--- config.mk ---
export PLATFORM = sky130hd
export DESIGN_NAME = cnn_conv1_acc_sat
export DESIGN_NICKNAME = d
export VERILOG_FILES = /design/src/rtl/cnn_conv1_pkg.sv /design/src/rtl/cnn_round_sat.sv /design/src/rtl/cnn_conv1_acc_sat.sv
export SDC_FILE = /design/constraint.sdc
export NUM_CORES = 1
export LEC_CHECK = 0
export BUFFER_PORTS_ARGS = -buffer_cell sky130_fd_sc_hd__buf_2
export CAP_MARGIN = 10
export CELL_PAD_IN_SITES_DETAIL_PLACEMENT = 1
export CELL_PAD_IN_SITES_GLOBAL_PLACEMENT = 1
export CORE_ASPECT_RATIO = 0.75
export CORE_UTILIZATION = 40
export CTS_CLUSTER_DIAMETER = 60
export DETAILED_ROUTE_END_ITERATION = 7
export MAX_ROUTING_LAYER = met4
export PLACE_DENSITY = 0.73
export SLEW_MARGIN = 0
export SYNTH_ARGS = -nofsm -noshare
export SYNTH_HDL_FRONTEND = slang
export SYNTH_SLANG_ARGS = --single-unit
--- constraint.sdc ---
create_clock -name ap_clk -period 2.9 [get_ports ap_clk]
set_clock_uncertainty 0.2 [all_clocks]
set_input_delay 0.145 -clock ap_clk [delete_from_list [all_inputs] [get_ports ap_clk]]
set_output_delay 0.145 -clock ap_clk [all_outputs]
set_load 0.01 [all_outputs]
--- src/rtl/cnn_conv1_pkg.sv ---
// Shared widths, FSM state encoding and saturation-bound helpers for the conv1
// accumulate/round/saturate stage.
package cnn_conv1_pkg;

    localparam int DEF_PROD_W     = 24;
    localparam int DEF_ACC_W      = 32;
    localparam int DEF_TAPS       = 25;
    localparam int DEF_BIAS_W     = 14;
    localparam int DEF_FRAC_SHIFT = 8;
    localparam int DEF_OUT_W      = 9;

    typedef enum logic [1:0] {
        ST_IDLE  = 2'd0,
        ST_ACCUM = 2'd1,
        ST_FINAL = 2'd2,
        ST_OUT   = 2'd3
    } state_t;

    function automatic int sat_hi(input int w);
        return (1 << (w - 1)) - 1;
    endfunction

    function automatic int sat_lo(input int w);
        return -(1 << (w - 1));
    endfunction

endpackage

--- src/rtl/cnn_round_sat.sv ---
// Combinational round-half-up, arithmetic shift to activation scale and signed
// saturation. Define CNN_CONV1_ACC_RELU_EN to clamp negative results to zero.
module cnn_round_sat
    import cnn_conv1_pkg::*;
#(
    parameter int ACC_W      = DEF_ACC_W,
    parameter int FRAC_SHIFT = DEF_FRAC_SHIFT,
    parameter int OUT_W      = DEF_OUT_W
) (
    input  logic signed [ACC_W-1:0] i_acc,
    output logic signed [OUT_W-1:0] o_res
);

    localparam logic signed [ACC_W-1:0] L_HALF = ACC_W'(1 << (FRAC_SHIFT - 1));
    localparam logic signed [ACC_W-1:0] L_HI   = ACC_W'(sat_hi(OUT_W));
    localparam logic signed [ACC_W-1:0] L_LO   = ACC_W'(sat_lo(OUT_W));

    logic signed [ACC_W-1:0] w_rnd;
    logic signed [ACC_W-1:0] w_shr;
    logic signed [OUT_W-1:0] w_sat;

    always_comb begin
        // NOTE: every signal driven here gets a value on every path, so no latch is inferred.
        w_rnd = i_acc + L_HALF;
        w_shr = w_rnd >>> FRAC_SHIFT;
        if (w_shr > L_HI) begin
            w_sat = L_HI[OUT_W-1:0];
        end else if (w_shr < L_LO) begin
            w_sat = L_LO[OUT_W-1:0];
        end else begin
            w_sat = w_shr[OUT_W-1:0];
        end
`ifdef CNN_CONV1_ACC_RELU_EN
        o_res = w_sat[OUT_W-1] ? '0 : w_sat;
`else
        o_res = w_sat;
`endif
    end

endmodule

--- src/rtl/cnn_conv1_acc_sat.sv ---
// Accumulates one window of conv1 products plus bias, then rounds/saturates to a
// 9-bit activation behind a valid/ready handshake. Optional: CNN_CONV1_ACC_RELU_EN.
module cnn_conv1_acc_sat
    import cnn_conv1_pkg::*;
#(
    parameter int PROD_W     = DEF_PROD_W,
    parameter int ACC_W      = DEF_ACC_W,
    parameter int TAPS       = DEF_TAPS,
    parameter int BIAS_W     = DEF_BIAS_W,
    parameter int FRAC_SHIFT = DEF_FRAC_SHIFT,
    parameter int OUT_W      = DEF_OUT_W
) (
    input  logic                     ap_clk,
    input  logic                     ap_rst_n,
    input  logic signed [PROD_W-1:0] prod_din,
    input  logic                     prod_valid,
    input  logic                     prod_last,
    output logic                     prod_ready,
    input  logic signed [BIAS_W-1:0] bias_din,
    output logic signed [OUT_W-1:0]  res_dout,
    output logic                     res_valid,
    input  logic                     res_ready,
    output logic                     err_len
);

    localparam int L_CNT_W = $clog2(TAPS + 2);
    localparam logic [L_CNT_W-1:0] L_CNT_TAPS = L_CNT_W'(TAPS);
    localparam logic [L_CNT_W-1:0] L_CNT_MAX  = L_CNT_W'(TAPS + 1);

    state_t                   r_state;
    logic signed [ACC_W-1:0]  r_acc;
    logic [L_CNT_W-1:0]       r_cnt;
    logic                     r_ready;
    logic signed [OUT_W-1:0]  r_res;
    logic                     r_valid;
    logic                     r_err;

    logic                     w_accept;
    logic signed [ACC_W-1:0]  w_prod_ext;
    logic signed [ACC_W-1:0]  w_bias_ext;
    logic signed [OUT_W-1:0]  w_res;

    assign w_accept   = prod_valid & r_ready;
    assign w_prod_ext = ACC_W'(prod_din);
    assign w_bias_ext = ACC_W'(bias_din);

    cnn_round_sat #(
        .ACC_W      (ACC_W),
        .FRAC_SHIFT (FRAC_SHIFT),
        .OUT_W      (OUT_W)
    ) u_round_sat (
        .i_acc (r_acc),
        .o_res (w_res)
    );

    // prod_ready is registered: low during reset, rises on the first clock in IDLE.
    always_ff @(posedge ap_clk or negedge ap_rst_n) begin
        if (!ap_rst_n) begin
            r_state <= ST_IDLE;
            r_acc   <= '0;
            r_cnt   <= '0;
            r_ready <= 1'b0;
            r_res   <= '0;
            r_valid <= 1'b0;
            r_err   <= 1'b0;
        end else begin
            // NOTE: non-blocking assignments keep every register update based on pre-edge values.
            r_err <= 1'b0;
            case (r_state)
                ST_IDLE: begin
                    r_ready <= 1'b1;
                    if (w_accept) begin
                        r_acc <= w_bias_ext + w_prod_ext;
                        r_cnt <= L_CNT_W'(1);
                        if (prod_last) begin
                            r_state <= ST_FINAL;
                            r_ready <= 1'b0;
                        end else begin
                            r_state <= ST_ACCUM;
                        end
                    end
                end
                ST_ACCUM: begin
                    if (w_accept) begin
                        r_acc <= r_acc + w_prod_ext;
                        if (r_cnt != L_CNT_MAX) begin
                            r_cnt <= r_cnt + L_CNT_W'(1);
                        end
                        if (prod_last) begin
                            r_state <= ST_FINAL;
                            r_ready <= 1'b0;
                        end
                    end
                end
                ST_FINAL: begin
                    r_res   <= w_res;
                    r_valid <= 1'b1;
                    r_err   <= (r_cnt != L_CNT_TAPS);
                    r_state <= ST_OUT;
                end
                ST_OUT: begin
                    if (res_ready) begin
                        r_valid <= 1'b0;
                        r_ready <= 1'b1;
                        r_state <= ST_IDLE;
                    end
                end
                default: r_state <= ST_IDLE;
            endcase
        end
    end

    assign prod_ready = r_ready;
    assign res_dout   = r_res;
    assign res_valid  = r_valid;
    assign err_len    = r_err;

endmodule

==> results of run 1 <==
-- stage by stage --
| step | std cells | util [%] | TNS (ns) |
|---|---|---|---|
| after floorplan | 707 | - | -0.0284 |
| after global placement | 1037 | 52.2 | -6.87 |
| after detailed placement | 1037 | 52.2 | -8.34 |
| after CTS | 1061 | 57.1 | -1.82 |
| after global routing | 1073 | 59.8 | -7.63 |
| final | 1073 | 59.8 | -6.04 |
-- where the power goes --
part,internal (mW),leakage [nW],switching (mW)
Clock,0.413,0.0844,0.310
Sequential,1.06,0.599,0.402
Combinational,2.74,2.94,3.46
-- per-layer routing --
| metal | routed length [microns] | part of all wire [%] |
|---|---|---|
| met1 | 10800 | 43 |
| met2 | 12100 | 48 |
| met3 | 1470 | 5.8 |
| met4 | 913 | 3.6 |
| met5 | 0 | 0 |
-- state kept, by name (all words and copies together) (netlist names) --
register,cells
res_dout,9
prod_ready,1
err_len,1
r_state,2
r_acc,32
res_valid,1
r_cnt,5
-- cell families after synthesis --
kind of cell | after synthesis
XOR/XNOR | 50
adder cells (fa/ha/maj) | 66
buffers and inverters | 43
flip-flops | 51
AO/OA/AOI/OAI | 233
multiplexers | 9
AND/OR/NAND/NOR | 255
-- final timing paths --
| kind | slack [ns] | endpoint |
|---|---|---|
| max | -0.43 | r_acc[21] |
| min | 0.05 | r_acc[0] |
| max reg2reg | -0.43 | r_acc[21] |
| min reg2reg | 0.31 | res_dout[1] |
| max in group asynchronous | 1.46 | r_acc[12] |
| min in group asynchronous | 0.18 | res_dout[1] |
-- final cells by class --
class,instances,area share [%]
Clock buffer,5,1.57
Clock inverter,3,0.598
Inverter,24,1.13
Multi-Input combinational cell,613,59.3
Sequential cell,51,16.1
Tap cell,171,2.69
Timing Repair Buffer,206,18.7
-- worst max-delay path, stage by stage (launching register included) --
cell,delay [ns]
dfrtp_1,0.44
ha_1,0.37
nand2_1,0.18
nor2_1,0.10
a211oi_2,0.32
a21oi_4,0.12
or4b_4,0.52
a311oi_2,0.30
o31a_1,0.22
o21ai_1,0.13
xnor2_1,0.21
o21ai_1,0.10
-- repair_timing --
item | 4_1_cts | 5_1_grt
endpoints found under the setup margin | 24 | 28
setup buffers | 16 | 15
pin swaps | 52 | 39
gates resized for setup | 78 | 52
cloned | 0 | 0
endpoints found under the hold margin | 25 | 0
hold buffers | 2 | 0
-- layout by cell type (no fill, tap or decap), types with 15 or more instances in the layout --
master and n:
a21o_1 25, nand3_1 17, xnor2_1 29, buf_6 15, buf_2 54, nand2_1 74, xor2_1 17, a21oi_1 52
ha_1 53, nor2_1 59, a21oi_2 17, o21ai_0 40, nor3_1 21, inv_1 23, buf_4 134, dfrtp_1 50
==> flow_summary.toml, run 1 <==
[global_route]
grt_remaining_overflow = 0
grt_max_degree = 45
first_global_vias = 6826
grt_pass1_wl_mm = 36.1
met1_usage_pct = 42.1
top_usage_layer = "met2"
grt_use_met3_pct = 3.22
grt_usage_pct = 32.6
antenna_found_initial = 0
use_met2_pct = 54.8

[pwr]
power_mw = 8.38
pwr_density_cell_mw_per_mm2 = 1050
ir_drop_mv = 0.345
p_leak_nw = 3.62

[final_layout]
layout-drive-gt1-share_pct = 35.0
area_growth_pct = 43.1
finalInstanceArea_sq_mm = 0.00795
insertedDiodeCount = 0
ff_latch_area_sq_mm = 0.00128
multi_input_area_sq_mm = 0.00471
nets = 1010
fillers = 1595

[floorplanning]
die_w_microns = 138
std_cell_rows = 36
dieArea_sq_mm = 0.0144
chipHeight_microns = 104
boundaryPins = 55
coreArea_sq_mm = 0.0133
start_util_pct = 41.8

[clock_tree]
clk_pin_slew_ns = 0.08
cts.htree.levels = 2
cts_buffers = 5
cts_root_buffer = "clkbuf_16"
clock_path_buffers = 2
cts_tree = "built"
cts_sinks = 51
clk_latency_ns = 0.30

[sta]
fin_ws_ns = -0.433
rsz0062_at_grt = "true"
fmax_mhz = 300
min_period_ns = 3.33
setup_violations = 27
whs_ns = 0.0523
slew_viol_final = 0
max_slew_margin_pct = 42.1
hold_viol = 0
min_period_over_period_pct = 115
worst_pin_slew_ns = 0.867

[placed_design]
io_buffers = 54
gp_congestion = 0.982
post-place-ws_ns = -0.785
dpl_cell_area_sq_mm = 0.00693
hpwl_mm = 15.8

[logic_synthesis]
synth_fa_ha_area_share_pct = 15.1
ys_seq_area_share_pct = 23.0
syn_nets = 816
synth_edf_count = 0
yosysMostFrequentCell = "nand2_1"
async_flop_share_pct = 100
yosysWarnings = 0
synthTopCellsByArea = "dfrtp_1 (23%), ha_1 (14%), a21oi_1 (6.5%), nand2_1 (5.1%), xnor2_1 (5.0%)"
synth-simple-area-share_pct = 22.5
netlist_area_sq_mm = 0.00556
synth_cell_types = 65
synth_top_cell_by_area = "dfrtp_1"
synth.avg_cell_area_sq_um = 7.86
synth-seq-cells = 51
synthTopCellsByCount = "nand2_1 (76), a21oi_1 (72), ha_1 (64)"
ys.flop_type = "dfrtp_1"
synth_top_area_share_pct = 23.0
synth_compound_area_share_pct = 26.8
synth_top_family_by_area = "compound AO/OA/AOI/OAI gates"
synth_cells = 707
synthXorXnorAreaFrac_pct = 7.88
synth_mux_area_share_pct = 1.62

[worst_hold_path]
min-delay-start = "bias_din[0]"
hp-class = "in2reg"
holdPathStages = 4

[worst_setup_path]
reg2reg_depth = 11
end_kind = "register"
crit_required_ns = 2.87
critPathArrivalTime_ns = 3.31
path_class = "reg2reg"
cp_max_fo = 4
startpoint = "r_acc[10]"
worstSetupStartpointType = "register"
timing.rr.start = "r_acc[10]"

[run]
cap_violations = 0

[detailed_routing]
first_pass_iters = 8
drc = 9
ant_nets = 0
drt-total-wl_mm = 25.3
routedWlPerCell_microns = 23.6
via_per_inst = 6.25
vias = 6702
first_iter_violations = 498

[outcome]
violations = "design-rule violations, negative setup slack"
status = "finished, violations left"
(Power assumes the default switching activity.)
==> inputs of run 2 (changes only) <==
PLACE_DENSITY = default   (was 0.73)
PLACE_DENSITY_LB_ADDON = 0.1   (was default)
==> flow_summary.toml, run 2 (same netlist as run 1, synthesis figures left out) <==
[outcome]
status = "finished, violations left"
violations = "design-rule violations, negative setup slack"

[clock_tree]
clock_path_buffers = 2
cts_buffers = 5
cts_root_buffer = "clkbuf_16"
clk_pin_slew_ns = 0.08
cts_tree = "built"
cts.htree.levels = 2
cts_sinks = 51
clk_latency_ns = 0.31

[detailed_routing]
routedWlPerCell_microns = 21.1
wl_met3_microns = 825
first_iter_violations = 260
wl_met2_mm = 10.7
highest_layer = "met4"
wl_met1_mm = 10.3
via_per_inst = 5.97
drc = 14
drt-total-wl_mm = 22.6
first_pass_iters = 6
vias = 6390
ant_nets = 0

[pwr]
pwr-share-seq_pct = 17.9
clkPwrFrac_pct = 9.2
p_leak_nw = 3.59
pwr_density_cell_mw_per_mm2 = 1020
ir_drop_mv = 0.321
p_comb_share_pct = 72.9
switching_share_pct = 48.9
intPower_mw = 4.09
switchingPower_mw = 3.91

[run]
cap_violations = 0

[final_layout]
top_register = "r_acc"
final_cell_mix = "buf_4 (142), nand2_1 (75), nor2_1 (59)"
final_cells = 1070
layout-drive-gt1-share_pct = 34.6
finalInstanceArea_sq_mm = 0.00786
final_common_cell = "buf_4"
area_growth_pct = 41.4
largest_register_ffs = 32
nets = 1007
insertedDiodeCount = 0
utilization_pct = 59.1

[worst_hold_path]
min-delay-start = "prod_last"
holdPathStages = 3
hold_end = "r_state[1]"
hp-class = "in2reg"

[placed_design]
post-place-ws_ns = -0.868
dpl_cell_area_sq_mm = 0.00697
hpwl_mm = 15.9
io_buffers = 54
gp_congestion = 0.909
place_inst = 1042

[global_route]
antenna_found_initial = 0
grt_usage_pct = 30.7
grt_remaining_overflow = 0
first_global_vias = 6549
grt_pass1_wl_mm = 34.3
grt_max_degree = 31

[worst_setup_path]
worstSetupStartpointType = "register"
worstReg2RegEnd = "r_acc[19]"
end_kind = "register"
path_class = "reg2reg"
reg2reg_depth = 12
critPathArrivalTime_ns = 3.21
reg2reg_slack_ns = -0.29
crit_required_ns = 2.92
timing.rr.start = "r_acc[0]"
cp_max_fo = 3

[floorplanning]
dieArea_sq_mm = 0.0144
std_cell_rows = 36
die_w_microns = 138
coreArea_sq_mm = 0.0133
chipHeight_microns = 104
boundaryPins = 55
start_util_pct = 41.8

[sta]
fmax_mhz = 314
min_period_over_period_pct = 110
setup_violations = 19
fin_ws_ns = -0.287
worst_pin_slew_ns = 0.786
slew_viol_final = 0
min_period_ns = 3.19
rsz0062_at_grt = "true"
whs_ns = 0.0125
hold_viol = 0
max_slew_margin_pct = 47.6
-- run 2: area by class of cell --
class	instances	area (sq um)
sequential	51	1280
timing repair buffer	203	1420
clock buffer	5	125
multi-input combinational	613	4680
tap	171	214
clock inverter	3	47.5
fill	1609	5430
inverter	24	90.1
-- run 2: worst max-delay path, cell delays in order (launching register included) --
cell,delay [ns]
dfrtp_1,0.41
ha_4,0.18
buf_6,0.12
a211oi_2,0.24
o21ai_2,0.14
o2111ai_4,0.25
a21oi_2,0.09
or4b_4,0.53
a311oi_2,0.31
o31a_1,0.22
xnor2_1,0.15
a21oi_1,0.11
a22oi_1,0.16
-- run 2: metal layers --
layer	up-vias	GRT usage, %
li1	2985	-
met1	3177	39.7
met2	173	51.1
met3	55	3.08
met4	0	8.75
met5	-	-
-- run 2: worst max path at each step --
stage / cells after the start / startpoint / end
after CTS: 12 / r_acc[0] / r_acc[19]
final: 12 / r_acc[0] / r_acc[19]
after detailed placement: 16 / prod_din[0] / r_acc[30]
after global routing: 12 / r_acc[10] / r_acc[19]
after floorplan: 10 / r_acc[21] / r_acc[31]
after global placement: 16 / prod_din[0] / r_acc[30]
-- run 2: power groups by stage --
stage	combinational [mW]	sequential, mW	clock, mW
2_1_floorplan	2.84	1.40	0
3_3_place_gp	4.51	1.36	0
3_5_place_dp	4.72	1.39	0
4_1_cts	5.17	1.39	0.744
5_1_grt	6.24	1.47	0.768
6_report	5.83	1.44	0.737
-- run 2: per-stage QoR --
stage	TNS [ns]	power, mW
global placement	-6.01	5.87
finish	-1.96	8.00
global route	-4.56	8.47
floorplan	-0.0284	4.24
detailed placement	-8.66	6.11
CTS	-0.832	7.30
-- run 2: what timing repair did --
action,in CTS,in global routing
gates cloned,0,0
hold buffers,2,0
pin swaps,40,41
setup endpoints to repair,24,27
resized for setup,63,53
hold endpoints to repair,30,0
buffers inserted,14,6
==> inputs of run 3 (changes only) <==
BUFFER_PORTS_ARGS = default   (was -buffer_cell sky130_fd_sc_hd__buf_2)
DONT_BUFFER_PORTS = 1   (was default)
==> flow_summary.toml, run 3 (same netlist as run 1, synthesis figures left out) <==
[outcome]
status = "finished, violations left"
violations = "design-rule violations, negative hold slack, negative setup slack"

[global_route]
antenna_found_initial = 0
first_global_vias = 6395
grt_max_degree = 52
grt_remaining_overflow = 0
grt_pass1_wl_mm = 33.3
grt_usage_pct = 30.0

[floorplanning]
coreArea_sq_mm = 0.0133
boundaryPins = 55
chipHeight_microns = 104
die_w_microns = 138
start_util_pct = 41.8
dieArea_sq_mm = 0.0144
std_cell_rows = 36

[placed_design]
place_inst = 977
hpwl_mm = 15.1
io_buffers = 0
gp_congestion = 0.893

[clock_tree]
cts_tree = "built"
clk_pin_slew_ns = 0.08
cts_buffers = 5
cts_root_buffer = "clkbuf_16"
clk_latency_ns = 0.30
clock_path_buffers = 2
cts_sinks = 51
cts.htree.levels = 2

[sta]
min_period_over_period_pct = 105
slew_viol_final = 0
whs_ns = -0.000596
worst_pin_slew_ns = 0.545
max_slew_margin_pct = 63.3
fin_tns_setup_ns = -1.02
fmax_mhz = 329
hold_viol = 1
setup_violations = 15
rsz0062_at_grt = "true"
min_period_ns = 3.04
fin_ws_ns = -0.144

[worst_setup_path]
max_stage_delay_ns = 0.42
cp-endpoint = "r_acc[25]"
startpoint = "r_acc[4]"
slowest_stage = "dfrtp_1"
worstReg2RegEnd = "r_acc[25]"
timing.rr.start = "r_acc[4]"
crit_required_ns = 2.93
path_class = "reg2reg"
worstSetupStartpointType = "register"
reg2reg_slack_ns = -0.14
cp_common_cell = "buf_4"
crit_chain = "ha_4 -> o211ai_1 -> o21ai_2 -> o2111ai_4 -> buf_4 -> buf_6 -> a211oi_4 -> buf_4 -> o21ai_1 -> nand2b_1 -> a21oi_1 -> xnor2_1 -> nand2_1 -> a21oi_2"
reg2reg_depth = 14
cp_max_fo = 3
critPathArrivalTime_ns = 3.07
end_kind = "register"

[final_layout]
final_cells = 1018
fillers = 1578
area_growth_pct = 36.3
largest_register_ffs = 32
nets = 955
final_cell_mix = "buf_4 (137), nand2_1 (73), nor2_1 (60)"
top_register = "r_acc"
layout-drive-gt1-share_pct = 28.8
multi_input_area_sq_mm = 0.00461
utilization_pct = 57.0
ff_latch_area_sq_mm = 0.00128
insertedDiodeCount = 0
final_common_cell = "buf_4"

[pwr]
p_leak_nw = 3.38
pwr-share-seq_pct = 18.9
intPower_mw = 4.09
switching_share_pct = 47.8
ir_drop_mv = 0.311
pwr_density_cell_mw_per_mm2 = 1030
switchingPower_mw = 3.74
power_mw = 7.82
p_comb_share_pct = 71.9
clkPwrFrac_pct = 9.2

[worst_hold_path]
hp-class = "in2reg"

[detailed_routing]
wl_met2_mm = 10.4
routedWlPerCell_microns = 21.1
vias = 6049
drt-total-wl_mm = 21.5
ant_nets = 0
highest_layer = "met4"
drc = 12
via_per_inst = 5.94
first_pass_iters = 7
wl_met1_mm = 9.71
first_iter_violations = 288
wl_met3_microns = 954

[run]
cap_violations = 0
## run 3: worst max-delay path: cells and delay by family, from the launching register on
kind                     cells  cell delay (ns)
AO/OA/AOI/OAI                7             1.13
XOR/XNOR                     1             0.27
adder cells (fa/ha/maj)      1             0.29
buffers and inverters        3             0.47
flip-flops                   1             0.42
AND/OR/NAND/NOR              2             0.19
## run 3: stage by stage
step	instance area, sq um	setup WS [ns]
after global placement	6630	-0.620
after CTS	7330	-0.123
final	7570	-0.144
after detailed placement	6630	-0.632
after floorplan	5590	-0.0284
after global routing	7570	-0.281
## run 3: layout make-up
cell class / instances / share of cell area (%)
clock buffer: 5 / 1.65
clock inverter: 3 / 0.628
inverter: 24 / 1.19
multi-input combinational: 613 / 60.9
sequential: 51 / 16.9
tap: 171 / 2.83
timing repair buffer: 151 / 15.9
## run 3: layer usage
layer  global-route usage (%)  vias to the layer above
li1                         -                     2873
met1                     37.0                     3021
met2                     51.6                      130
met3                     4.60                       25
met4                     7.54                        0
met5                        -                        -
## run 3: power groups by stage
| stage | combinational (mW) | clock, mW | sequential [mW] |
|---|---|---|---|
| after floorplan | 2.84 | 0 | 1.40 |
| after global placement | 4.45 | 0 | 1.42 |
| after detailed placement | 4.66 | 0 | 1.44 |
| after CTS | 5.19 | 0.734 | 1.45 |
| after global routing | 6.08 | 0.755 | 1.51 |
| final | 5.62 | 0.720 | 1.48 |
## run 3: how the worst min path moves through the flow
stage | from | to | slack [ns] | cells past startpoint
after floorplan | ap_rst_n | err_len | -0.35 | 0
after global placement | ap_rst_n | r_acc[5] | -0.35 | 0
after detailed placement | ap_rst_n | r_acc[3] | -0.35 | 0
after CTS | bias_din[0] | r_acc[0] | 0.007 | 3
after global routing | prod_din[0] | r_acc[0] | 0.006 | 3
final | prod_din[0] | r_acc[0] | -0.0006 | 3
## run 3: timing repair
item                                   CTS  global route
setup buffers                           23             9
gates cloned                             0             0
resized for setup                       74            34
endpoints found under the hold margin   54             0
pin swaps                               49            35
setup endpoints to repair               24            27
hold buffers                             4             0
